### src/rtl/fifo_queue_pkg.sv
// Shared definitions for the fifo_queue block: default geometry, threshold
// levels and the {wr, rd} operation encoding used by the controller.
package fifo_queue_pkg;

  localparam int DEF_B      = 4;
  localparam int DEF_W      = 3;
  localparam int DEF_AF_LVL = 6;
  localparam int DEF_AE_LVL = 2;

  typedef enum logic [1:0] {
    OP_NONE = 2'b00,
    OP_RD   = 2'b01,
    OP_WR   = 2'b10,
    OP_WRRD = 2'b11
  } op_e;

  function automatic op_e encode_op(input logic wr, input logic rd);
    return op_e'({wr, rd});
  endfunction

endpackage

### src/rtl/fifo_queue_ctrl.sv
// Pointer, occupancy and flag controller for the circular FIFO.
// All status flags are registered from the next-state occupancy.
module fifo_ctrl
  import fifo_queue_pkg::*;
#(
  parameter int W      = DEF_W,
  parameter int AF_LVL = DEF_AF_LVL,
  parameter int AE_LVL = DEF_AE_LVL
) (
  input  logic         clk_i,
  input  logic         rst_i,
  input  logic         wr_i,
  input  logic         rd_i,
  output logic [W-1:0] w_addr_o,
  output logic [W-1:0] r_addr_o,
  output logic         we_o,
  output logic         empty_o,
  output logic         full_o,
  output logic         almost_empty_o,
  output logic         almost_full_o,
  output logic [W:0]   count_o,
  output logic         overflow_o,
  output logic         underflow_o
);

  localparam logic [W:0] FULL_CNT = (W+1)'(1 << W);
  localparam logic [W:0] AF_CNT   = (W+1)'(AF_LVL);
  localparam logic [W:0] AE_CNT   = (W+1)'(AE_LVL);

  logic [W-1:0] w_ptr_q, w_ptr_d;
  logic [W-1:0] r_ptr_q, r_ptr_d;
  logic [W:0]   count_q, count_d;
  logic         empty_q, full_q, almost_empty_q, almost_full_q;
  logic         overflow_q, underflow_q;
  logic         do_wr, do_rd, ovf_set, unf_set;
  op_e          op;

  // A simultaneous read on a full queue frees the slot the write lands in,
  // so only a lone write can overflow and only a lone read can underflow.
  always_comb begin
    op      = encode_op(wr_i, rd_i);
    do_wr   = 1'b0;
    do_rd   = 1'b0;
    ovf_set = 1'b0;
    unf_set = 1'b0;
    unique case (op)
      OP_WR: begin
        if (full_q) ovf_set = 1'b1;
        else        do_wr   = 1'b1;
      end
      OP_RD: begin
        if (empty_q) unf_set = 1'b1;
        else         do_rd   = 1'b1;
      end
      OP_WRRD: begin
        do_wr = 1'b1;
        do_rd = !empty_q;
      end
      default: ;
    endcase

    count_d = count_q;
    if (do_wr && !do_rd)      count_d = count_q + 1'b1;
    else if (!do_wr && do_rd) count_d = count_q - 1'b1;

    w_ptr_d = do_wr ? w_ptr_q + 1'b1 : w_ptr_q;
    r_ptr_d = do_rd ? r_ptr_q + 1'b1 : r_ptr_q;
  end

  always_ff @(posedge clk_i) begin
    if (rst_i) begin
      w_ptr_q        <= '0;
      r_ptr_q        <= '0;
      count_q        <= '0;
      empty_q        <= 1'b1;
      full_q         <= 1'b0;
      almost_empty_q <= 1'b1;
      almost_full_q  <= 1'b0;
      overflow_q     <= 1'b0;
      underflow_q    <= 1'b0;
    end else begin
      w_ptr_q        <= w_ptr_d;
      r_ptr_q        <= r_ptr_d;
      count_q        <= count_d;
      empty_q        <= (count_d == '0);
      full_q         <= (count_d == FULL_CNT);
      almost_empty_q <= (count_d <= AE_CNT);
      almost_full_q  <= (count_d >= AF_CNT);
      overflow_q     <= overflow_q | ovf_set;
      underflow_q    <= underflow_q | unf_set;
    end
  end

  assign w_addr_o       = w_ptr_q;
  assign r_addr_o       = r_ptr_q;
  assign we_o           = do_wr;
  assign empty_o        = empty_q;
  assign full_o         = full_q;
  assign almost_empty_o = almost_empty_q;
  assign almost_full_o  = almost_full_q;
  assign count_o        = count_q;
  assign overflow_o     = overflow_q;
  assign underflow_o    = underflow_q;

endmodule

### src/rtl/fifo_queue.sv
// First-word fall-through circular FIFO: register-file storage plus the
// fifo_ctrl pointer/flag logic; the head word is forced to zero while empty.
module fifo_queue
  import fifo_queue_pkg::*;
#(
  parameter int B      = DEF_B,
  parameter int W      = DEF_W,
  parameter int AF_LVL = DEF_AF_LVL,
  parameter int AE_LVL = DEF_AE_LVL
) (
  input  logic         clk,
  input  logic         rst,
  input  logic         wr,
  input  logic         rd,
  input  logic [B-1:0] w_data,
  output logic [B-1:0] r_data,
  output logic         empty,
  output logic         full,
  output logic         almost_empty,
  output logic         almost_full,
  output logic [W:0]   count,
  output logic         overflow,
  output logic         underflow
);

  localparam int DEPTH = 1 << W;

  logic [W-1:0] w_addr;
  logic [W-1:0] r_addr;
  logic         we;
  logic [B-1:0] mem_q [DEPTH];

  fifo_ctrl #(
    .W      (W),
    .AF_LVL (AF_LVL),
    .AE_LVL (AE_LVL)
  ) u_ctrl (
    .clk_i          (clk),
    .rst_i          (rst),
    .wr_i           (wr),
    .rd_i           (rd),
    .w_addr_o       (w_addr),
    .r_addr_o       (r_addr),
    .we_o           (we),
    .empty_o        (empty),
    .full_o         (full),
    .almost_empty_o (almost_empty),
    .almost_full_o  (almost_full),
    .count_o        (count),
    .overflow_o     (overflow),
    .underflow_o    (underflow)
  );

  // Storage is deliberately left out of reset; the empty flag masks stale words.
  always_ff @(posedge clk) begin
    if (we) mem_q[w_addr] <= w_data;
  end

  assign r_data = empty ? '0 : mem_q[r_addr];

endmodule
### config.mk
export PLATFORM = sky130hd
export DESIGN_NAME = fifo_queue
export DESIGN_NICKNAME = d
export VERILOG_FILES = /design/src/rtl/fifo_queue_pkg.sv /design/src/rtl/fifo_queue_ctrl.sv /design/src/rtl/fifo_queue.sv
export SDC_FILE = /design/constraint.sdc
export NUM_CORES = 1
export LEC_CHECK = 0
export CAP_MARGIN = 20
export CELL_PAD_IN_SITES_DETAIL_PLACEMENT = 1
export CELL_PAD_IN_SITES_GLOBAL_PLACEMENT = 1
export CORE_MARGIN = 2
export CORE_UTILIZATION = 29
export CTS_CLUSTER_DIAMETER = 120
export DETAILED_ROUTE_END_ITERATION = 10
export PLACE_DENSITY_LB_ADDON = 0.1
export SLEW_MARGIN = 15
export SYNTH_ARGS = -nofsm -noshare
export SYNTH_HDL_FRONTEND = slang
export SYNTH_SLANG_ARGS = --single-unit
### constraint.sdc
create_clock -name clk -period 1.48 [get_ports clk]
set_clock_uncertainty 0.15 [all_clocks]
set_input_delay 0.296 -clock clk [delete_from_list [all_inputs] [get_ports clk]]
set_output_delay 0.296 -clock clk [all_outputs]
set_load 0.02 [all_outputs]
After elaboration in Yosys (flattened, before gate mapping). Memories as Yosys holds them, arrays and structs flattened. A register that Yosys moved wholly into a read port is not among the register bits. Cells that the tools add are included.

Output and inout port bits: 14. Memories kept: 1. Memory bits (writable): 32. Bits of input ports: 8. Register bits after elaboration: 16. Logic and storage cells: 43.

Memory list: mem_q (words 8, bits a word 4, rd ports 1, clocked after Yosys merged registers in 1, write ports 1, RTL line fifo_queue.sv:31) `logic [B-1:0] mem_q [DEPTH];`.

Bitwise operators: 2. $lt $le $gt $ge: 2. Add/sub/neg operators: 4. Reduce and logical (&&, ||, !) cells: 6. Muxes and demuxes: 15. Eq/ne operators: 4.

Operators by type and width (count): two-way mux 4 bit (3); two-way mux 1 bit (8); adder 3 x 1 -> 3 bit (second input constant) (2); two-way mux 3 bit (2); adder 4 x 1 -> 4 bit (second input constant) (1); == test 2 bit (second input constant) (2); == test 4 bit (second input constant) (1); >= comparator 4 x 3 -> 1 bit (second input constant) (1); <= comparator 4 x 2 -> 1 bit (second input constant) (1); logical NOT 4 bit (1); one-hot mux 1 bit (2 select lines) (2); subtractor 4 x 1 -> 4 bit (second input constant) (1); logical NOT 1 bit (3); == test 2 x 1 -> 1 bit (second input constant) (1); logical AND 1 bit (2); OR 1 bit (2).

Longest topological paths before layout.
Depth in word-level cells: 7. Depth in mapped cells: 6. Mapped depth without buffers: 6.

Cells and area by module. A second synthesis with hierarchy kept.

Cell total of the unflattened synthesis: 148. Area, all modules: 2084.5 um^2.

Modules (own cells, without submodules): fifo_queue (instances 1, sequential area each 960.9 um^2, cells each 64, area each 1276.2 um^2); fifo_ctrl (instances 1, sequential area each 320.3 um^2, cells each 84, area each 808.3 um^2).

Worst setup path before layout. Ideal clock, no wire load.

Path type: register -> register. Start: register u_ctrl.full_q (netlist: u_ctrl.full_o). End: register u_ctrl.full_q (netlist: u_ctrl.full_o). Required time: 1213 ps. Clock period less this slack: 1750 ps. Library setup time: 117 ps. Path slack: -270 ps. Buffers on the path: 0. Arrival time: 1483 ps. Cell stages (with the launch flop): 6. Cells stage by stage: dfxtp_1 > nand2b_2 > nand2_1 > a2bb2oi_2 > mux2i_1 > and4b_1.

Cells in the longest elaborated chain, start to end: 7. Elaborated cells on any way between the ends: 8. Classes of those cells: 1 x eq/ne; 4 x mux; 3 x reduce/logical.

Ends and longest elaborated chain: start, declared (RTL line fifo_queue_ctrl.sv:33) `logic empty_q, full_q, almost_empty_q, almost_full_q;`; start signal, assigned (RTL line fifo_queue_ctrl.sv:86) `full_q <= (count_d == FULL_CNT);`; two-way mux 1 bit (*) (RTL line fifo_queue_ctrl.sv:48) `if (full_q) ovf_set = 1'b1;`; one-hot mux 1 bit (2 select lines) (*) (RTL line fifo_queue_ctrl.sv:46) `unique case (op)`; logical NOT 1 bit (RTL line fifo_queue_ctrl.sv:64) `else if (!do_wr && do_rd) count_d = count_q - 1'b1;`; logical AND 1 bit (RTL line fifo_queue_ctrl.sv:64); two-way mux 4 bit (RTL line fifo_queue_ctrl.sv:64); two-way mux 4 bit (*) (RTL line fifo_queue_ctrl.sv:63) `if (do_wr && !do_rd) count_d = count_q + 1'b1;`; == test 4 bit (*) (RTL line fifo_queue_ctrl.sv:86).

Mark *: on every way between the ends. The rest lies on a longest branch, timed or not. A chain may end at the register's enable or synchronous reset.

==> summary.txt <==
Placement
  • I/O Buffers: 21
  • Cells after DPL: 312
  • RD Place Congestion: 0.740
  • Pre-CTS setup slack: -0.797 ns
  • Final HPWL DP: 3660 um
  • Placed inst area: 2800 sq um

Floorplanning
  • Row count: 31
  • Core ar.: 7180 sq um
  • Initial Utilization: 0.298
  • Die height: 89.8 um
  • # IOs: 22
  • Die area: 8070 sq um
  • Die Width: 89.8 um

Synthesis
  • Top post-synthesis cells by area: edfxtp_1, dfxtp_1, mux4_2
  • Yosys top cell area share: 0.450
  • Post-synthesis async set-or-reset flop share: 0
  • Cells after Synth: 156
  • Yosys reg bits: 51
  • EDFF count, synth: 32
  • Synth area leader: edfxtp_1
  • Netlist cell types: 35
  • Synth Flop Type: edfxtp_1
  • Post-synth design cell area: 2140 sq um
  • Avg Inst Size Synth: 13.7 sq um
  • Post-synthesis sequential area ratio: 0.628
  • Warnings from Yosys: 0
  • Syn_nets: 168

GRT
  • First-pass GRT wire length: 8310 um
  • Congestion Overflow GR: 0
  • Initial antenna violation count: 0
  • Pin count of the biggest net entering global routing: 16
  • GRT Total Usage: 0.133
  • Vias in the first global route: 1620

Power
  • Combinational share of power: 0.398
  • Internal power: 2.86 mW
  • P_sw: 1.33 mW
  • Static leakage: 1.21 nW
  • Clk pwr share: 0.181
  • Pwr Total: 4.19 mW
  • Sequential Power Share: 0.421
  • Switch share: 0.317
  • PD cells: 1310 nW/um^2
  • Maximum VDD drop: 0.000484 V

Clocking
  • Post-CTS Hold Fix Bufs: 0
  • Clk sinks: 51
  • Clock latency on the worst-skew pair: 0.30 ns
  • Num CTS Buffers: 5
  • Clk slew on worst S/H paths: 0.08 ns
  • TritonCTS clock tree: done
  • CTS H-tree lvls: 2
  • Root Driver: clkbuf_8
  • CTS max path bufs: 2

Cells and area
  • Core Util, Final: 0.446
  • Final instance area: 3200 sq um
  • P&R area growth vs syn: 49.7%
  • # fillers: 743
  • Nets: 245
  • Post-Layout Cell Count: 333
  • Total inserted antenna cells: 0
  • Layout cells sized above 1: 0.530

STA
  • Hold Fails Final Rpt: 0
  • Least-Margin Pin Slew: 0.455 ns
  • Setup TNS after final layout: -4.01 ns
  • Fmax: 479 MHz
  • Pins Over Slew Limit: 0
  • Period utilization: 1.41
  • Slew HR: 0.696
  • RSZ-0062 raised after global routing: true
  • Final setup fails: 28
  • Tmin final: 2.09 ns
  • Worst hold margin: 0.325 ns
  • Setup slack after layout: -0.607 ns

Routing
  • Routed length per instance: 15.5 um
  • DRT antenna net count: 0
  • First-pass iteration count of the detailed router: 4
  • Post-DR vias/cell: 4.50
  • Drc violations: 0
  • Drt initial violations: 34
  • Vias after detailed routing: 1500
  • Final WL: 5170 um

Critical path
  • Crit path DAT: 1.64 ns
  • Crit. End Element: output pin
  • Reg-to-reg startpoint: u_ctrl.empty_o
  • Worst Path Max Fanout: 4
  • CP Class: register to output pin
  • Worst Setup Start Kind: register
  • Worst endpoint required time: 1.03 ns

Job
  • # Max-Cap Violations: 0

Hold path
  • Start point of the worst hold path: u_ctrl.underflow_o
  • HP Class: register to register

Outcome
  • Violated checks: negative setup slack
  • Status: complete, but fails checks
-- registers in the layout, summed over array words and instances (netlist names), named ones only --
| name | cells |
|---|---|
| mem_q | 32 |
| u_ctrl.count_o | 4 |
| u_ctrl.r_addr_o | 3 |
| u_ctrl.w_addr_o | 3 |
| u_ctrl.almost_empty_o | 1 |
| u_ctrl.almost_full_o | 1 |
| u_ctrl.empty_o | 1 |
| u_ctrl.full_o | 1 |
| u_ctrl.overflow_o | 1 |
| u_ctrl.underflow_o | 1 |
-- path summary, 6_finish.rpt --
path | slack [ns] | cells past startpoint | endpoint
worst min-delay path | 0.33 | 2 | u_ctrl.underflow_o
worst min register to register | 0.33 | 2 | u_ctrl.underflow_o
worst max register to register | -0.29 | 6 | u_ctrl.full_o
worst max-delay path | -0.61 | 5 | r_data[0]
-- cell usage after synthesis (all sizes together) (4+ instances only) --
| cell type | count |
|---|---|
| a21oi | 5 |
| clkbuf | 4 |
| dfxtp | 19 |
| edfxtp | 32 |
| ha | 4 |
| inv | 5 |
| mux2i | 6 |
| mux4 | 8 |
| nand2 | 5 |
| nand2b | 5 |
| nand3 | 6 |
| nor2 | 23 |
| nor3 | 5 |
| xor2 | 5 |
-- cell families (layout without fill, tap and decap cells) --
logic type | count (synthesis) | count (layout) | share of synthesized area
and+or+nand+nor | 52 | 52 | 0.120
DFF | 51 | 51 | 0.628
AOI/OAI and AO/OA | 16 | 16 | 0.0545
muxes | 14 | 14 | 0.112
buffers and inverters | 12 | 90 | 0.0334
xor gates and xnor gates | 7 | 7 | 0.0287
adders and majority gates | 4 | 4 | 0.0234
-- power by group through the flow --
stage	Combinational, mW	Sequential [mW]	Clock (mW)
floorplan	0.652	1.84	0
global placement	1.39	1.77	0
detailed placement	1.42	1.78	0
CTS	1.54	1.75	0.791
global route	1.81	1.78	0.853
finish	1.67	1.76	0.756
-- per-layer routing --
layer | share of wire | GRT usage | wire [um]
met3 | 0.019 | 0.0302 | 100
met1 | 0.44 | 0.162 | 2260
met5 | 0 | 0 | 0
met2 | 0.53 | 0.235 | 2750
met4 | 0.011 | 0.0385 | 57
-- worst max-delay path, stage by stage (launching register included) --
cell and delay [ns]:
dfxtp_2 0.36, buf_6 0.13, mux4_2 0.49, mux2i_1 0.15, nor2_1 0.06, buf_2 0.16
-- cell type report --
class	count	area, sq um	share of cell area
Sequential cell	51	1360	0.426
Multi-Input combinational cell	93	940	0.294
Timing Repair Buffer	77	672	0.210
Tap cell	99	124	0.0387
Clock buffer	6	72.6	0.0227
Inverter	5	18.8	0.00587
Clock inverter	2	8.76	0.00274
-- cell usage in the layout (no fill, tap or decap), types with 5 or more instances in the layout --
cell type,count
dlygate4sd2_1,5
clkdlybuf4s50_1,5
dfxtp_1,11
buf_2,5
mux2i_1,5
edfxtp_1,32
mux4_2,8
nor2_1,17
clkbuf_8,5
buf_6,17
buf_4,40
-- repair_timing --
action | in CTS | in global routing
gates resized for setup | 75 | 36
endpoints found under the hold margin | 0 | 0
pin swaps | 9 | 21
setup buffers | 9 | 8
endpoints found under the setup margin | 54 | 47
No activity file was read; power rests on OpenSTA's default activity.
